[src/rtl/uart_tx_arbiter_pkg.sv]
// Shared types and defaults for the uart_tx byte-stream arbiter.
// State encoding, default parameter values and the index-width helper.
package uart_arb_pkg;

    typedef enum logic [1:0] {
        IDLE      = 2'd0,
        ISSUE     = 2'd1,
        WAIT_DONE = 2'd2
    } uart_arb_state_t;

    localparam int UART_ARB_N_REQ          = 2;
    localparam int UART_ARB_TIMEOUT_CYCLES = 12000;

    // A single requester still needs a 1-bit index field.
    function automatic int idx_width(input int n);
        return (n > 1) ? $clog2(n) : 1;
    endfunction

endpackage

[src/rtl/uart_tx_arbiter_if.sv]
// Requester-side and serializer-side handshake bundle of uart_tx_arbiter.
// The slave modport is the arbiter's view; master is the environment's view.
interface uart_tx_arbiter_if
    import uart_arb_pkg::*;
#(
    parameter int N_REQ = UART_ARB_N_REQ
);
    logic [N_REQ-1:0]   req_valid;
    logic [N_REQ*8-1:0] req_byte;
    logic [N_REQ-1:0]   req_last;
    logic [N_REQ-1:0]   req_ready;
    logic               tx_dv;
    logic [7:0]         tx_byte;
    logic               tx_active;
    logic               tx_done;

    modport slave (
        input  req_valid, req_byte, req_last, tx_active, tx_done,
        output req_ready, tx_dv, tx_byte
    );

    modport master (
        output req_valid, req_byte, req_last, tx_active, tx_done,
        input  req_ready, tx_dv, tx_byte
    );
endinterface

[src/rtl/uart_tx_arbiter_rr_pick.sv]
// Combinational round-robin picker with an optional lock onto one index.
// Search order starts at (ptr+1) mod N_REQ; when locked only lock_idx may win.
module uart_rr_pick
    import uart_arb_pkg::*;
#(
    parameter int N_REQ = UART_ARB_N_REQ,
    parameter int IDX_W = idx_width(N_REQ)
) (
    input  logic [N_REQ-1:0] i_req,
    input  logic [IDX_W-1:0] i_ptr,
    input  logic             i_lock,
    input  logic [IDX_W-1:0] i_lock_idx,
    output logic [N_REQ-1:0] o_grant,
    output logic [IDX_W-1:0] o_idx
);

    logic             w_found;
    logic [IDX_W-1:0] w_cand;

    // Winner selection: locked owner only, otherwise first valid after ptr.
    always_comb begin
        o_grant = '0;
        o_idx   = '0;
        w_found = 1'b0;
        w_cand  = '0;
        if (i_lock) begin
            if (i_req[i_lock_idx]) begin
                o_grant[i_lock_idx] = 1'b1;
                o_idx               = i_lock_idx;
            end else begin
                o_grant = '0;
            end
        end else begin
            for (int k = 1; k <= N_REQ; k++) begin
                w_cand = IDX_W'((int'(i_ptr) + k) % N_REQ);
                if (!w_found && i_req[w_cand]) begin
                    w_found         = 1'b1;
                    o_grant[w_cand] = 1'b1;
                    o_idx           = w_cand;
                end else begin
                    w_found = w_found;
                end
            end
        end
    end

endmodule

[src/rtl/uart_tx_arbiter.sv]
// Shares one uart_tx serializer between N_REQ byte requesters, one byte per frame.
// Optional WAIT_DONE watchdog is built when UART_TX_ARB_TIMEOUT_EN is defined.
module uart_tx_arbiter
    import uart_arb_pkg::*;
#(
    parameter  int N_REQ          = UART_ARB_N_REQ,
    parameter  int TIMEOUT_CYCLES = UART_ARB_TIMEOUT_CYCLES,
    localparam int IDX_W          = idx_width(N_REQ)
) (
    input  logic              clk,
    input  logic              rst_n,
    uart_tx_arbiter_if.slave  bus,
    output logic [IDX_W-1:0]  grant_id,
    output logic              busy,
    output logic              timeout_err
);

    uart_arb_state_t  r_state;
    uart_arb_state_t  w_state_nxt;
    logic [7:0]       r_tx_byte;
    logic [IDX_W-1:0] r_grant_id;
    logic [IDX_W-1:0] r_ptr;
    logic             r_lock;

    logic [N_REQ-1:0] w_pick_req;
    logic [N_REQ-1:0] w_grant;
    logic [IDX_W-1:0] w_pick_idx;
    logic             w_accept;
    logic [7:0]       w_sel_byte;
    logic             w_sel_last;
    logic             w_timeout;

    // Nobody may win while uart_tx is still shifting a frame (e.g. across a reset).
    assign w_pick_req = ((r_state == IDLE) && !bus.tx_active) ? bus.req_valid : '0;

    uart_rr_pick #(
        .N_REQ (N_REQ),
        .IDX_W (IDX_W)
    ) u_pick (
        .i_req      (w_pick_req),
        .i_ptr      (r_ptr),
        .i_lock     (r_lock),
        .i_lock_idx (r_grant_id),
        .o_grant    (w_grant),
        .o_idx      (w_pick_idx)
    );

    assign w_accept      = |w_grant;
    assign bus.req_ready = w_grant;

    // One-hot mux of the winning requester's byte and packet-end flag.
    always_comb begin
        w_sel_byte = 8'h00;
        w_sel_last = 1'b0;
        for (int i = 0; i < N_REQ; i++) begin
            if (w_grant[i]) begin
                w_sel_byte = bus.req_byte[8*i +: 8];
                w_sel_last = bus.req_last[i];
            end else begin
            end
        end
    end

    // State register.
    always_ff @(posedge clk or negedge rst_n) begin
        if (!rst_n) begin
            r_state <= IDLE;
        end else begin
            r_state <= w_state_nxt;
        end
    end

    // Next-state logic.
    always_comb begin
        w_state_nxt = r_state;
        case (r_state)
            IDLE: begin
                if (w_accept) begin
                    w_state_nxt = ISSUE;
                end else begin
                    w_state_nxt = IDLE;
                end
            end
            ISSUE: begin
                w_state_nxt = WAIT_DONE;
            end
            WAIT_DONE: begin
                if (bus.tx_done || w_timeout) begin
                    w_state_nxt = IDLE;
                end else begin
                    w_state_nxt = WAIT_DONE;
                end
            end
            default: begin
                w_state_nxt = IDLE;
            end
        endcase
    end

    // Capture the accepted byte/owner; a non-final byte locks onto its owner.
    always_ff @(posedge clk or negedge rst_n) begin
        if (!rst_n) begin
            r_tx_byte  <= 8'h00;
            r_grant_id <= '0;
            r_ptr      <= '0;
            r_lock     <= 1'b0;
        end else if (w_accept) begin
            r_tx_byte  <= w_sel_byte;
            r_grant_id <= w_pick_idx;
            r_ptr      <= w_pick_idx;
            r_lock     <= ~w_sel_last;
        end else if (w_timeout) begin
            r_lock     <= 1'b0;
        end else begin
            r_lock     <= r_lock;
        end
    end

`ifdef UART_TX_ARB_TIMEOUT_EN
    localparam int CNT_W = (TIMEOUT_CYCLES > 1) ? $clog2(TIMEOUT_CYCLES) : 1;

    logic [CNT_W-1:0] r_to_cnt;
    logic             r_timeout_err;

    assign w_timeout = (r_state == WAIT_DONE) && !bus.tx_done &&
                       (r_to_cnt == CNT_W'(TIMEOUT_CYCLES - 1));

    // Watchdog: counts cycles spent in WAIT_DONE; the error flag is sticky.
    always_ff @(posedge clk or negedge rst_n) begin
        if (!rst_n) begin
            r_to_cnt      <= '0;
            r_timeout_err <= 1'b0;
        end else begin
            if (r_state == WAIT_DONE) begin
                r_to_cnt <= r_to_cnt + CNT_W'(1);
            end else begin
                r_to_cnt <= '0;
            end
            r_timeout_err <= r_timeout_err | w_timeout;
        end
    end

    assign timeout_err = r_timeout_err;
`else
    assign w_timeout   = 1'b0;
    assign timeout_err = 1'b0;
`endif

    assign bus.tx_dv   = (r_state == ISSUE);
    assign bus.tx_byte = r_tx_byte;
    assign grant_id    = r_grant_id;
    assign busy        = (r_state != IDLE);

endmodule

[src/flat_wrapper.sv]
// flat-port wrapper written by rule: the top's interface ports become plain ports
module uart_tx_arbiter_flat import uart_arb_pkg::*;
#(
    parameter  int N_REQ          = UART_ARB_N_REQ,
    parameter  int TIMEOUT_CYCLES = UART_ARB_TIMEOUT_CYCLES,
    localparam int IDX_W          = idx_width(N_REQ)
)
  (clk, rst_n, grant_id, busy, timeout_err, bus_req_valid, bus_req_byte, bus_req_last, bus_tx_active, bus_tx_done, bus_req_ready, bus_tx_dv, bus_tx_byte);
  uart_tx_arbiter_if #(.N_REQ(N_REQ)) bus_i ();
  input  logic clk;
  input  logic rst_n;
  output logic [IDX_W-1:0] grant_id;
  output logic busy;
  output logic timeout_err;
  input wire logic [$bits(bus_i.req_valid)-1:0] bus_req_valid;
  input wire logic [$bits(bus_i.req_byte)-1:0] bus_req_byte;
  input wire logic [$bits(bus_i.req_last)-1:0] bus_req_last;
  input wire logic [$bits(bus_i.tx_active)-1:0] bus_tx_active;
  input wire logic [$bits(bus_i.tx_done)-1:0] bus_tx_done;
  output wire logic [$bits(bus_i.req_ready)-1:0] bus_req_ready;
  output wire logic [$bits(bus_i.tx_dv)-1:0] bus_tx_dv;
  output wire logic [$bits(bus_i.tx_byte)-1:0] bus_tx_byte;
  assign bus_i.req_valid = bus_req_valid;
  assign bus_i.req_byte = bus_req_byte;
  assign bus_i.req_last = bus_req_last;
  assign bus_i.tx_active = bus_tx_active;
  assign bus_i.tx_done = bus_tx_done;
  assign bus_req_ready = bus_i.req_ready;
  assign bus_tx_dv = bus_i.tx_dv;
  assign bus_tx_byte = bus_i.tx_byte;
  uart_tx_arbiter #(.N_REQ(N_REQ), .TIMEOUT_CYCLES(TIMEOUT_CYCLES)) u_core (.clk(clk), .rst_n(rst_n), .bus(bus_i), .grant_id(grant_id), .busy(busy), .timeout_err(timeout_err));
endmodule
[config.mk]
export PLATFORM = sky130hd
export DESIGN_NAME = uart_tx_arbiter_flat
export DESIGN_NICKNAME = d
export VERILOG_FILES = /design/src/rtl/uart_tx_arbiter_pkg.sv /design/src/rtl/uart_tx_arbiter_if.sv /design/src/rtl/uart_tx_arbiter_rr_pick.sv /design/src/rtl/uart_tx_arbiter.sv /design/src/flat_wrapper.sv
export SDC_FILE = /design/constraint.sdc
export NUM_CORES = 1
export LEC_CHECK = 0
export ABC_AREA = 0
export BUFFER_PORTS_ARGS = -buffer_cell sky130_fd_sc_hd__buf_2
export CAP_MARGIN = 25
export CORE_AREA = 2 2 44 46
export DETAILED_ROUTE_END_ITERATION = 10
export DIE_AREA = 0 0 46 48
export HOLD_SLACK_MARGIN = 0.05
export PLACE_DENSITY = 0.82
export SLEW_MARGIN = 30
export SYNTH_ARGS = -nofsm -noshare
export SYNTH_HDL_FRONTEND = slang
export SYNTH_SLANG_ARGS = --single-unit
[constraint.sdc]
create_clock -name clk -period 2.22 [get_ports clk]
set_input_delay 0.444 -clock clk [delete_from_list [all_inputs] [get_ports clk]]
set_output_delay 0.444 -clock clk [all_outputs]
set_load 0.1 [all_outputs]
# [Word level (Yosys, flattened, before mapping)]
# Index checks and enable logic that the tools add are counted.
[totals] output_inout_bits=14 elab_cells=59 regBits=12
[op_classes] addsub=2 n_eq_ne=3 reduce_logical=11 n_bitwise=2 order_cmp=6 n_mux=31
[ops] operator="$mux W1" n=18
[ops] operator="$mux W8" n=2
[ops] operator="$mux W2" n=7
[ops] operator="$lt A1 B2 Y1 const B" n=3
[ops] operator="$pmux W2 S3" n=1
[ops] operator="$logic_and A1 B1 Y1" n=5
[ops] operator="$demux W1 S1" n=3
[ops] operator="$ge A1 B1 Y1 const B" n=3
[ops] operator="$add A1 B1 Y1 const B" n=2
[ops] operator="$eq A2 B1 Y1 const B" n=1
[ops] operator="$eq A2 B2 Y1 const B" n=1
[ops] operator="$logic_not A1 Y1" n=2
[ops] operator="$logic_not A2 Y1" n=1
[ops] operator="$ne A2 B2 Y1 const B" n=1
[ops] operator="$or A2 B2 Y2" n=1
[ops] operator="$reduce_and A2 Y1" n=1
[ops] operator="$reduce_bool A2 Y1" n=1
[ops] operator="$reduce_or A2 Y1" n=1
[ops] operator="$not A1 Y1" n=1

# [Longest topological paths before layout]
[depth] depth_word=14 depth_mapped=4

# [Modules after synthesis]
# A second synthesis with hierarchy kept.
[hier_totals] hier_cells=62 hier_area_um2=634.4
[modules_own_cells] mod="uart_tx_arbiter" instances=1 area_each_um2=588.1 cells_per_inst=55
[modules_own_cells] mod="uart_rr_pick" instances=1 area_each_um2=46.3 cells_per_inst=7

# [Worst setup path after synthesis]
# No wires, ideal clock.
[synth_timing] path_kind="reg2out" from="register u_core.r_grant_id (netlist: u_core.grant_id)" to="output port bus_req_ready[1]" setup_slack_ps=-419 n_path_buf=1 arrival_time_ps=2195 stages_incl_launch_ff=5 cell_sequence="dfrtp_1 > nand2b_1 > o2111ai_4 > buf_6 > inv_1"
[synth_via] elab_chain_cells=10 elab_cells_between_ends=33 cone_classes="add/sub: 2; order compare: 6; mux: 19; bitwise: 1; reduce/logical: 5"
[synth_rtl] item="from (decl)" line="uart_tx_arbiter.sv:21" text="logic [IDX_W-1:0] r_grant_id;"
[synth_rtl] item="from (signal assigned)" line="uart_tx_arbiter.sv:109" text="r_grant_id <= w_pick_idx;"
[synth_rtl] item="$add A1 B1 Y1"
[synth_rtl] item="$lt A1 B2 Y1 or $ge A1 B1 Y1 (tied branches)"
[synth_rtl] item="$logic_and A1 B1 Y1"
[synth_rtl] item="$mux W1"
[synth_rtl] item="$demux W1 S1"
[synth_rtl] item="$mux W2 (2 in series)"
[synth_rtl] item="$or A2 B2 Y2 (no source line)"
[synth_rtl] item="$mux W2"
[synth_rtl] item="$mux W2 *" line="uart_tx_arbiter_rr_pick.sv:26" text="if (i_lock) begin"
[synth_rtl] item="to (decl)" line="flat_wrapper.sv:20" text="output wire logic [$bits(bus_i.req_ready)-1:0] bus_req_ready;"
# Mark *: on every way between the ends. The rest lies on a longest branch, timed or not. The select of a mux whose other input is x is not followed.

# [Worst setup path in the final report]
[layout_timing] from="register u_core.r_state[0]" to="output port bus_req_ready[1]"
[layout_via] elab_chain_cells=11 elab_cells_between_ends=19 cone_classes="mux: 14; bitwise: 1; reduce/logical: 4"
[layout_rtl] item="from (decl)" line="uart_tx_arbiter.sv:18" text="uart_arb_state_t r_state;"
[layout_rtl] item="from (signal assigned)" line="uart_tx_arbiter.sv:69" text="r_state <= w_state_nxt;"
[layout_rtl] item="$logic_not A2 Y1 *" line="uart_tx_arbiter.sv:34" text="assign w_pick_req = ((r_state == IDLE) && !bus.tx_active) ? bus.req_valid : '0;"
[layout_rtl] item="$logic_and A1 B1 Y1 *" line="uart_tx_arbiter.sv:34"
[layout_rtl] item="$mux W2 *" line="uart_tx_arbiter.sv:34"
[layout_rtl] item="$mux W1 (implied by the code) (2 in series)" line="uart_tx_arbiter_rr_pick.sv:36" text="if (!w_found && i_req[w_cand]) begin"
[layout_rtl] item="$mux W1" line="uart_tx_arbiter_rr_pick.sv:36"
[layout_rtl] item="$mux W1" line="uart_tx_arbiter_rr_pick.sv:26"
[layout_rtl] item="$logic_not A1 Y1" line="uart_tx_arbiter_rr_pick.sv:36"
[layout_rtl] item="$logic_and A1 B1 Y1" line="uart_tx_arbiter_rr_pick.sv:36"
[layout_rtl] item="$mux W2" line="uart_tx_arbiter_rr_pick.sv:36"
[layout_rtl] item="$mux W2 *" line="uart_tx_arbiter_rr_pick.sv:26"
# Marks and branches as above.

==> results_dict.tcl <==
set metrics [dict create \
    worstSetupPathType "reg -> out" \
    ys_seq_elements 12 \
    dp_slack_ns 0.0454 \
    cts_buffers 3 \
    slowest_stage "or4b_4" \
    grt_max_degree 18 \
    arrival_ns 1.78 \
    gp_congestion 0.755 \
    clock_sinks 12 \
    yosysSeqAreaShare 0.435 \
    grtUsageTotal 0.174 \
    wl_um 1730 \
    drive_gt1_frac 0.554 \
    first_pass_iters 4 \
    r2r_setup_slack_ns 0.35 \
    r2r_cells 5 \
    drv_slew 0 \
    dieArea_um2 2210 \
    hold_violations 0 \
    ys_warn_count 0 \
    dieHeight_um 48 \
    grt_pass1_wl_um 2650 \
    synth_top_cell_area_share 0.435 \
    cp_cell_sequence "or4b_4 -> o2111ai_4 -> clkinvlp_4 -> buf_8" \
    grt-ovfl-total 0 \
    syn_nets 91 \
    yosys-top-cells-area "dfrtp_1 (43%), mux2i_1 (8.7%), a21oi_2 (7.6%), nor2_1 (4.9%), o2111ai_4 (3.8%)" \
    fin_crit_sh 1.00 \
    maxCapViolCount 0 \
    area_growth_pct 43.1 \
    num-nets-final 137 \
    fillers 140 \
    setup_ws_ns -0.00236 \
    clk_latency_ns 0.26 \
    post-dp-hpwl_um 1300 \
    yosysTopAreaCell "dfrtp_1" \
    syn_area_per_cell_um2 10.3 \
    wl_per_cell_um 13.4 \
    vias 689 \
    fin_util 0.585 \
    critPathLaunchType "flip-flop" \
    cts_tree "built" \
    avgViaCountPerCell 5.34 \
    r2r_start "u_core.r_state[1]$_DFF_PN0_" \
    syn_inst 67 \
    hp-class "in -> reg" \
    crit_path_end "bus_req_ready[1]" \
    critPathMaxFanout 4 \
    start_util 0.409 \
    postRouteAntennaNets 0 \
    max_freq_ghz 0.450 \
    max_stage_delay_ns 0.56 \
    antenna_cells 0 \
    outcome "finished with violations" \
    critPathRequiredTime_ns 1.78 \
    setup_viol 1 \
    startpoint "u_core.r_state[0]$_DFF_PN0_" \
    fp-row-count 15 \
    cts-root-buf "clkbuf_4" \
    worst_r2r_endpoint "u_core.bus.tx_byte[0]$_DFFE_PN0P_" \
    synthesis.area_um2 691 \
    die_w_um 46 \
    rsz0062_at_grt "yes" \
    drcViolationCount 0 \
    drtIter0Drc 9 \
    final_cells 129 \
    critical_path.endpoint_type "output port" \
    port-buffer-count 36 \
    core_um2 1690 \
    min_period_ns 2.22 \
    clk_pin_slew_worst_paths_ns 0.07 \
    antenna_found_initial 0 \
    grt_pass1_vias 617 \
    design_area_um2 988 \
    clockBufferDepth 2 \
    ys_types 23 \
    place_inst 121 \
    htree_levels 1 \
    ios 38 \
    failed_checks "setup timing" \
    finalClockSkew_ns 0.00372 \
    place_area_um2 913 \
]
-- per-layer routing --
layer / share of wire / global-route usage / routed length [um] / vias to the layer above
met4: 0.032 / 0.0914 / 56 / 0
met5: 0 / 0 / 0 / -
met1: 0.39 / 0.193 / 667 / 318
met2: 0.50 / 0.311 / 870 / 38
li1: - / - / - / 327
met3: 0.078 / 0.0377 / 134 / 6
-- how the worst min path moves through the flow --
stage | start | endpoint | slack, ns | depth (start not counted)
5_1_grt | bus_req_byte[15] | u_core.bus.tx_byte[7]$_DFFE_PN0P_ | 0.44 | 3
3_3_place_gp | rst_n | u_core.bus.tx_byte[0]$_DFFE_PN0P_ | 0.33 | 1
6_report | bus_req_byte[12] | u_core.bus.tx_byte[4]$_DFFE_PN0P_ | 0.42 | 3
2_1_floorplan | rst_n | u_core.bus.tx_byte[0]$_DFFE_PN0P_ | 0.15 | 0
3_5_place_dp | rst_n | u_core.r_state[1]$_DFF_PN0_ | 0.33 | 1
4_1_cts | bus_req_byte[12] | u_core.bus.tx_byte[4]$_DFFE_PN0P_ | 0.41 | 3
-- cells in the mapped netlist (all sizes together) --
library cell / number
a211oi: 1
a21o: 1
a21oi: 11
a22oi: 2
and2b: 1
buf: 2
conb: 1
dfrtp: 12
inv: 3
mux2i: 6
nand2: 4
nand2b: 2
nor2: 9
nor3: 2
nor4b: 1
o2111ai: 1
o211ai: 1
o21ai: 3
or2: 2
or4b: 2
-- worst max-delay path: cells and delay by family, from the launching register on --
family                 cells  cell delay (ns)
AO/OA/AOI/OAI              1             0.23
buffers and inverters      2             0.31
flip-flops                 1             0.41
AND/OR/NAND/NOR            1             0.56
-- cell usage in the layout (no fill, tap or decap), types with 2 or more instances in the layout --
| cell | instances |
|---|---|
| a21oi_2 | 6 |
| nand2b_1 | 2 |
| o21ai_0 | 3 |
| a22oi_1 | 2 |
| dfrtp_1 | 11 |
| a21oi_1 | 5 |
| mux2i_1 | 6 |
| or4b_4 | 2 |
| nand2_1 | 4 |
| nor2_1 | 9 |
| nor3_1 | 2 |
| clkinvlp_4 | 2 |
| buf_2 | 34 |
| clkbuf_4 | 3 |
| buf_4 | 6 |
-- state kept, by name (all words and copies together) (netlist names) --
register	count
u_core.r_state	2
u_core.bus.tx_byte	8
u_core.r_lock	1
u_core.grant_id	1
-- through the flow --
stage	TNS, ns	hold slack, ns
after global routing	-0.0738	0.439
after CTS	-0.0233	0.415
final	-0.00236	0.418
after global placement	0	0.332
after floorplan	-0.201	0.148
after detailed placement	0	0.333
-- cell type report --
cell class	count	area (um^2)	area share
multi-input combinational	50	367	0.371
sequential	12	304	0.308
timing repair buffer	43	251	0.254
clock buffer	4	26.3	0.0266
tap	17	21.3	0.0215
inverter	3	18.8	0.0190
-- cell families (layout without fill, tap and decap cells) --
family                 count (synthesis)  after routing  share of synthesized area
AND/OR/NAND/NOR                       23             23                      0.181
AO/OA/AOI/OAI                         20             20                      0.248
flip-flops                            12             12                      0.435
multiplexers                           6              6                     0.0870
buffers and inverters                  5             50                     0.0435
other                                  1              1                    0.00543
-- timing repair --
action / 4_1_cts / 5_1_grt
hold buffers: 1 / 0
buffers inserted: 3 / 0
gates resized for setup: 5 / 0
hold endpoints to repair: 12 / 0
pin swaps: 2 / 1
endpoints found under the setup margin: 2 / 2
Power is left out: the tool's default activity adds up to more than one toggle a clock period on the data nets, which glitch-free logic cannot reach.
